===== config.mk =====
export PLATFORM = sky130hd
export DESIGN_NAME = skinny_round_ctrl
export DESIGN_NICKNAME = d
export VERILOG_FILES = /design/src/rtl/skinny_round_ctrl_pkg.sv /design/src/rtl/skinny_round_ctrl_lfsr4.sv /design/src/rtl/skinny_round_ctrl.sv
export SDC_FILE = /design/constraint.sdc
export NUM_CORES = 1
export LEC_CHECK = 0
export ABC_AREA = 1
export CORE_MARGIN = 2
export CORE_UTILIZATION = 44
export DETAILED_ROUTE_END_ITERATION = 10
export GPL_TIMING_DRIVEN = 0
export HOLD_SLACK_MARGIN = 0.05
export PLACE_DENSITY = 0.76
export SYNTH_ARGS = -nofsm -noshare
export SYNTH_HDL_FRONTEND = slang
export SYNTH_HIERARCHICAL = 1
export SYNTH_SLANG_ARGS = --single-unit

===== constraint.sdc =====
create_clock -name clk -period 2.65 [get_ports clk]
set_input_delay 0.53 -clock clk [delete_from_list [all_inputs] [get_ports clk]]
set_output_delay 0.53 -clock clk [all_outputs]
set_load 0.03 [all_outputs]

===== src/rtl/skinny_round_ctrl_pkg.sv =====
// Shared definitions for the SKINNY round-control sequencer.
//   state_e  : sequencer FSM states
//   cmd_e    : host command encodings (2-bit, fully decoded)
//   tgt_e    : serial-load target register
//   RC_INIT  : round-constant LFSR value at the start of every RUN
//   RPC      : rounds unrolled per clock by the round function (not overridable)
//   rc_step  : one step of the 6-bit round-constant LFSR
package skinny_round_ctrl_pkg;

    typedef enum logic [2:0] {
        ST_IDLE,
        ST_CLR,
        ST_LOAD,
        ST_RUN,
        ST_DONE
    } state_e;

    typedef enum logic [1:0] {
        CMD_CLR    = 2'd0,
        CMD_LOAD_S = 2'd1,  // LOAD_Y when cmd_y=1
        CMD_LOAD_X = 2'd2,
        CMD_RUN    = 2'd3
    } cmd_e;

    typedef enum logic [1:0] {
        TGT_S,
        TGT_X,
        TGT_Y
    } tgt_e;

    localparam logic [5:0]  RC_INIT = 6'h00;
    localparam int unsigned RPC     = 4;

    function automatic logic [5:0] rc_step(input logic [5:0] rc);
        return {rc[4:0], rc[5] ^ rc[4] ^ 1'b1};
    endfunction

endpackage


===== src/rtl/skinny_round_ctrl_lfsr4.sv =====
// Combinational four-step round-constant generator.
//   rc      in  6  current registered round constant
//   c1..c4  out 6  constants for rounds 4k..4k+3 (one LFSR step each)
//   rc_next out 6  value to register for the next cycle (equals c4)
module skinny_rc_lfsr4
    import skinny_round_ctrl_pkg::*;
(
    input  logic [5:0] rc,
    output logic [5:0] c1,
    output logic [5:0] c2,
    output logic [5:0] c3,
    output logic [5:0] c4,
    output logic [5:0] rc_next
);

    always_comb begin
        c1      = rc_step(rc);
        c2      = rc_step(c1);
        c3      = rc_step(c2);
        c4      = rc_step(c3);
        rc_next = c4;
    end

endmodule


===== src/rtl/skinny_round_ctrl.sv =====
// Control sequencer upstream of mode_top for SKINNY-128-384+.
// Executes CLR, 32-bit serial loads of S/X/Y, and a full ROUNDS-round
// encryption at RPC rounds per cycle.
//   clk, rst (async, active-low)
//   cmd_valid/cmd/cmd_y/cmd_ready : command handshake (accepted only in IDLE)
//   in_valid/in_ready             : per-word handshake during LOAD
//   {s,x,y,z}{rst,enc,se}, erst   : datapath register strobes
//   constant..constant4           : round constants for this cycle (0 outside RUN)
//   busy : not IDLE      done : one-cycle pulse when a RUN completes
module skinny_round_ctrl
    import skinny_round_ctrl_pkg::*;
#(
    parameter int unsigned ROUNDS = 40,
    parameter int unsigned WORDS  = 4
) (
    input  logic       clk,
    input  logic       rst,
    input  logic       cmd_valid,
    input  logic [1:0] cmd,
    input  logic       cmd_y,
    output logic       cmd_ready,
    input  logic       in_valid,
    output logic       in_ready,
    output logic       srst,
    output logic       senc,
    output logic       sse,
    output logic       xrst,
    output logic       xenc,
    output logic       xse,
    output logic       yrst,
    output logic       yenc,
    output logic       yse,
    output logic       zrst,
    output logic       zenc,
    output logic       zse,
    output logic       erst,
    output logic [5:0] constant,
    output logic [5:0] constant2,
    output logic [5:0] constant3,
    output logic [5:0] constant4,
    output logic       busy,
    output logic       done
);

    localparam int unsigned CYCLES = ROUNDS / RPC;
    localparam int unsigned RCW    = (CYCLES > 1) ? $clog2(CYCLES) : 1;
    localparam int unsigned WCW    = (WORDS > 1) ? $clog2(WORDS) : 1;

    state_e         state, state_nx;
    tgt_e           tgt;
    logic [WCW-1:0] word_cnt;
    logic [RCW-1:0] rnd_cnt;
    logic [5:0]     rc;
    logic [5:0]     c1, c2, c3, c4, rc_nx;
    logic           last_word, last_rnd;

    assign last_word = (word_cnt == WCW'(WORDS - 1));
    assign last_rnd  = (rnd_cnt == RCW'(CYCLES - 1));

    skinny_rc_lfsr4 u_lfsr (
        .rc      (rc),
        .c1      (c1),
        .c2      (c2),
        .c3      (c3),
        .c4      (c4),
        .rc_next (rc_nx)
    );

    always_ff @(posedge clk or negedge rst) begin
        if (!rst) begin
            state    <= ST_IDLE;
            tgt      <= TGT_S;
            word_cnt <= '0;
            rnd_cnt  <= '0;
            rc       <= RC_INIT;
        end else begin
            state <= state_nx;
            case (state)
                ST_IDLE: begin
                    // Target is latched on every accept; only meaningful for loads.
                    if (cmd_valid) begin
                        if (cmd == CMD_LOAD_X)
                            tgt <= TGT_X;
                        else if (cmd_y)
                            tgt <= TGT_Y;
                        else
                            tgt <= TGT_S;
                        word_cnt <= '0;
                        rnd_cnt  <= '0;
                    end
                end
                ST_LOAD: begin
                    if (in_valid)
                        word_cnt <= last_word ? '0 : word_cnt + 1'b1;
                end
                ST_RUN: begin
                    rc      <= rc_nx;
                    rnd_cnt <= last_rnd ? '0 : rnd_cnt + 1'b1;
                end
                ST_DONE: rc <= RC_INIT;
                default: ;
            endcase
        end
    end

    always_comb begin
        state_nx  = state;
        cmd_ready = 1'b0;
        in_ready  = 1'b0;
        srst = 1'b0; senc = 1'b0; sse = 1'b0;
        xrst = 1'b0; xenc = 1'b0; xse = 1'b0;
        yrst = 1'b0; yenc = 1'b0; yse = 1'b0;
        zrst = 1'b0; zenc = 1'b0; zse = 1'b0;
        erst = 1'b0;
        constant  = '0;
        constant2 = '0;
        constant3 = '0;
        constant4 = '0;
        done      = 1'b0;
        busy      = (state != ST_IDLE);

        case (state)
            ST_IDLE: begin
                cmd_ready = 1'b1;
                if (cmd_valid) begin
                    case (cmd)
                        CMD_CLR:                state_nx = ST_CLR;
                        CMD_LOAD_S, CMD_LOAD_X: state_nx = ST_LOAD;
                        default:                state_nx = ST_RUN;
                    endcase
                end
            end
            ST_CLR: begin
                srst = 1'b1; xrst = 1'b1; yrst = 1'b1; zrst = 1'b1; erst = 1'b1;
                state_nx = ST_IDLE;
            end
            ST_LOAD: begin
                in_ready = 1'b1;
                if (in_valid) begin
                    case (tgt)
                        TGT_X:   xse = 1'b1;
                        TGT_Y:   yse = 1'b1;
                        default: sse = 1'b1;
                    endcase
                    if (last_word)
                        state_nx = ST_IDLE;
                end
            end
            ST_RUN: begin
                senc = 1'b1; xenc = 1'b1; yenc = 1'b1; zenc = 1'b1;
                constant  = c1;
                constant2 = c2;
                constant3 = c3;
                constant4 = c4;
                if (last_rnd)
                    state_nx = ST_DONE;
            end
            ST_DONE: begin
                done     = 1'b1;
                state_nx = ST_IDLE;
            end
            default: state_nx = ST_IDLE;
        endcase
    end

endmodule

# Yosys cells after proc, flatten, opt, wreduce, memory -nomap -nowiden
# Cells that the tools add are included.
[totals]
latch_bits = 0
input_bits = 7
ramBits = 0
reg_bits = 17
rom_bits = 0
mem_count = 0
out_inout_bits = 41
[op_classes]
reduce_logical = 12
order_cmp = 0
n_div = 0
n_mul = 0
mux = 34
shifts = 0
n_bitwise = 8
addsub = 2
n_eq_ne = 14
[op_table]
columns = ["op", "n"]
rows = [
  ["$mux W6", 4],
  ["$mux W1", 14],
  ["$mux W3", 4],
  ["$pmux W6 S2", 1],
  ["$mux W2", 5],
  ["$pmux W3 S3", 1],
  ["$mux W4", 2],
  ["$ne A2 B2 Y1 const B", 4],
  ["$pmux W2 S2", 2],
  ["$pmux W4 S2", 1],
  ["$eq A2 B2 Y1 const B", 3],
  ["$eq A3 B2 Y1 const B", 2],
  ["$reduce_bool A2 Y1", 3],
  ["$add A4 B1 Y4 const B", 1],
  ["$eq A2 B1 Y1 const B", 2],
  ["$eq A4 B4 Y1 const B", 1],
  ["$not A1 Y1", 4],
  ["$reduce_and A2 Y1", 2],
  ["$reduce_and A4 Y1", 1],
  ["$reduce_or A2 Y1", 2],
  ["$xor A1 B1 Y1", 4],
  ["$eq A3 B1 Y1 const B", 1],
  ["$eq A3 B3 Y1 const B", 1],
  ["$logic_not A3 Y1", 1],
  ["4 further kinds", 4],
]

# Depth between registers and ports, before layout
[depth]
depth_word = 5
mapped_depth = 8
mapped_depth_nobuf = 8

# Modules after synthesis
# The synthesis kept the hierarchy.
[by_module_without_submodules]
columns = ["mod", "seq_area_each_um2", "cells_per_inst", "area_per_inst_um2", "instances"]
rows = [
  ["skinny_round_ctrl", 425.4, 174, 1256.2, 1],
  ["skinny_rc_lfsr4", 0.0, 43, 259.0, 1],
]

# Least setup slack after synthesis
# No wires, ideal clock.
[synth_path]
path_type = "register to output"
start = "register state[2]"
end = "output port srst"
arrival_time_ns = 1.405
required_ns = 2.120
stages_incl_launch_ff = 5
slack_ns = 0.715
n_path_buf = 1
cell_sequence = "dfrtp_1 inv_2 nand2_1 nor2_1 buf_4"
[synth_between]
elab_chain_cells = 2
[synth_rtl]
columns = ["element", "line", "rtl"]
rows = [
  ["from (decl)", "skinny_round_ctrl.sv:49", "state_e state, state_nx;"],
  ["from (signal assigned)", "skinny_round_ctrl.sv:77", "state <= state_nx;"],
  ["$eq A3 B1 Y1", "-", ""],
  ["$mux W1", "-", ""],
  ["to (decl)", "skinny_round_ctrl.sv:24", "output logic srst,"],
]
# Every way passes these cells.

# Worst setup path after layout
[layout_path]
start = "register state[1]"
end = "output port done"
[layout_between]
elab_chain_cells = 2
[layout_rtl]
columns = ["element", "line", "rtl"]
rows = [
  ["$eq A3 B3 Y1", "skinny_round_ctrl.sv:122", "case (state)"],
  ["$mux W1", "skinny_round_ctrl.sv:122", ""],
  ["to (decl)", "skinny_round_ctrl.sv:42", "output logic done"],
]
# Every way passes these cells.

==> key figures <==
CTS
  • Clk root buf: clkbuf_4
  • Worst-path clk slew: 0.10 ns
  • Clk buf depth: 2
  • Worst skew pair latency: 0.29 ns
  • H-tree levels: 1
  • Clock Sinks: 17
  • CTS tree: built
  • TritonCTS Buffers: 3
  • Cts hold-fix bufs: 0

STA
  • Tcrit/Tclk final: 0.947
  • RSZ-0062 raised after global routing: false
  • Slew Viols, Final: 0
  • TNS Setup: 0 ns
  • Final setup violating endpoints: 0
  • Setup Skew: 0.00274 ns
  • Final worst path period need: 2.51 ns
  • Worst slew pin tran: 0.819 ns
  • Relative slew margins: 0.452
  • Max Freq: 0.398 GHz
  • Hold Vio Cnt, Final: 0
  • Final WS setup: 0.139 ns

Routing
  • Routed len/inst: 9.31 µm
  • Number of iterations in the first detailed-routing pass: 4
  • DR vias: 1308
  • WL final: 2.92 mm
  • ANT nets after route: 0
  • Metal1 wirelength: 1.35 mm
  • WL met2: 1.40 mm
  • Via density per instance: 4.18
  • Met3 WL: 143 µm
  • Uppermost layer routed: met4
  • DRC: 0
  • DR iter-0 viols: 36

Yosys
  • Post-Synth XOR/XNOR Area: 0.0116
  • Simple-gate area share of the yosys netlist: 0.318
  • Cells after synthesis: 217
  • Post-synthesis sequential area ratio: 0.281
  • FFs w/ async S/R, synth: 1.00
  • Netlist cell types: 22
  • Cell Area, Synth: 1520 µm²
  • Post-synth EDFFs: 0
  • Main combinational cell family by area after synthesis: simple AND/OR/NAND/NOR gates
  • Syn avg cell area: 6.98 µm²
  • Ys flop type: dfrtp_1
  • Synth Area in Adders: 0.0578
  • Synth Area in Compound Gates: 0.0256
  • Synthesis-stage register bit count: 17
  • Net Count, Synth: 231
  • Post-synthesis mux area share: 0
  • Synth Warn #: 6

Finish
  • Layout area overhead: 40.0%
  • Antenna diodes: 0
  • NumNets Final: 282
  • Commonest cells after routing, fill and taps aside: inv_1, nand2_1, buf_4
  • Share of cells above drive strength 1: 0.251
  • FILL cells: 317

Critical path
  • CP endpoint kind: output port
  • Terminus of the critical flop-to-flop path: rnd_cnt[3]$_DFFE_PN0P_
  • Worst setup path end: done
  • Crit-path max FO: 7
  • Reg2Reg Setup Slack: 1.34 ns
  • Worst EP arrival: 1.98 ns
  • Crit path cell chain: nor2_1, nand2_1, inv_1, clkdlybuf4s50_1
  • Worst setup startpoint: state[1]$_DFFE_PN0P_
  • WP data required: 2.12 ns
  • Reg2Reg Launch Point: state[1]$_DFFE_PN0P_
  • R2R cell count: 6
  • CP Launch Type: flop
  • Slowest library cell on the worst path: clkdlybuf4s50_1
  • Class of the most critical setup path: reg -> out
  • CP max stage delay: 0.67 ns

GRT
  • First-pass GRT wire length: 4.74 mm
  • Initial antenna violation count: 0
  • Total track usage: 0.146
  • Vias in the first global route: 1155
  • Global route total overflow: 0
  • Largest net degree at the start of global routing: 18

Power and ir drop
  • Pwr dens: 933 nW/µm²
  • Leak Pwr: 1.54 nW
  • Sw power: 0.929 mW
  • Clock network fraction of total power: 0.073
  • Logic pwr share: 0.688
  • VDD IR-drop max: 0.544 mV
  • Sequential share of power: 0.239
  • Power Internal: 1.05 mW
  • Sw Share: 0.469

Place
  • Dpl hpwl: 2.23 mm
  • Dpl ws: 0.223 ns
  • I/O Buffers: 46
  • Placer Congestion: 0.755

Floorplanning
  • Die width: 62.7 µm
  • I/O pin count: 48
  • Die Ht: 62.7 µm
  • Row count: 21
  • Full die area: 3930 µm²
  • Initial core utilization: 0.458
  • Total core area: 3310 µm²

Status
  • Status: completed

Job
  • Maxcap violations: 0

Min path
  • HP Class: reg -> reg
[per-stage QoR]
step	hold slack (ns)	cell area (µm²)	cells	total power [mW]	util
2_1_floorplan	0.234	1520	217	1.50	-
3_3_place_gp	0.466	2030	309	1.82	0.614
3_5_place_dp	0.480	2030	309	1.85	0.614
4_1_cts	0.504	2060	313	2.00	0.622
5_1_grt	0.544	2120	313	2.15	0.641
6_report	0.506	2120	313	1.98	0.641
[worst min path at each step]
stage | cells after the start | slack, ns | to | from
after global routing | 2 | 0.54 | word_cnt[0]$_DFFE_PN0P_ | word_cnt[0]$_DFFE_PN0P_
after global placement | 2 | 0.47 | word_cnt[1]$_DFFE_PN0P_ | word_cnt[1]$_DFFE_PN0P_
after CTS | 2 | 0.50 | word_cnt[1]$_DFFE_PN0P_ | word_cnt[1]$_DFFE_PN0P_
after detailed placement | 2 | 0.48 | word_cnt[1]$_DFFE_PN0P_ | word_cnt[1]$_DFFE_PN0P_
after floorplan | 0 | 0.23 | rc[0]$_DFFE_PN0P_ | rst
final | 2 | 0.51 | word_cnt[1]$_DFFE_PN0P_ | word_cnt[1]$_DFFE_PN0P_
[what timing repair did]
item / CTS / global route
buffers inserted: 0 / 0
resized for setup: 0 / 25
setup endpoints to repair: 0 / 28
[cells in the mapped netlist (2+ instances only)]
cell type	n	area (µm²)
buf_4	34	255
buf_6	3	33.8
dfrtp_1	17	425
ha_1	7	87.6
inv_1	41	154
inv_2	3	11.3
nand2_1	41	154
nand2_2	5	31.3
nand3_1	14	70.1
nand3b_1	2	15.0
nor2_1	22	82.6
nor2_2	13	81.3
o21ai_0	5	25.0
xor2_1	2	17.5
[worst max-delay path: cells and delay by family (launching register included)]
kind                   cells  cell delay [ns]
DFF                        1             0.47
buffers and inverters      2             0.77
and+or+nand+nor            2             0.45
[layout make-up]
cell class              count  area (µm²)  share of cell area
clock buffers               4        26.3              0.0124
inverters                  45         171              0.0808
well taps                  46        57.6              0.0271
repair buffers             46         520               0.245
multi-input cells         118         632               0.298
plain buffers              37         289               0.136
flip-flops and latches     17         425               0.200
[routing by layer]
metal	vias up	GRT usage
met4	0	0.0333
met1	569	0.173
li1	700	-
met3	2	0.0234
met5	-	0
met2	37	0.273
[state kept, by name, indices dropped and copies added, names as in the netlist]
name,count
tgt,2
state,3
rc,6
rnd_cnt,4
word_cnt,2
[logic make-up after synthesis]
| group | count (synthesis) |
|---|---|
| fa+ha+maj | 7 |
| buf+inv | 82 |
| compound gates | 7 |
| simple gates | 101 |
| xor+xnor | 2 |
| flops | 17 |
| other cells | 1 |
[power groups by stage]
stage / clock network, mW / registers [mW] / logic (mW)
finish: 0.145 / 0.473 / 1.36
global route: 0.158 / 0.494 / 1.50
CTS: 0.147 / 0.472 / 1.38
detailed placement: 0 / 0.478 / 1.37
global placement: 0 / 0.474 / 1.35
floorplan: 0 / 0.450 / 1.05
Note: power is estimated with default switching activity, not from simulation.
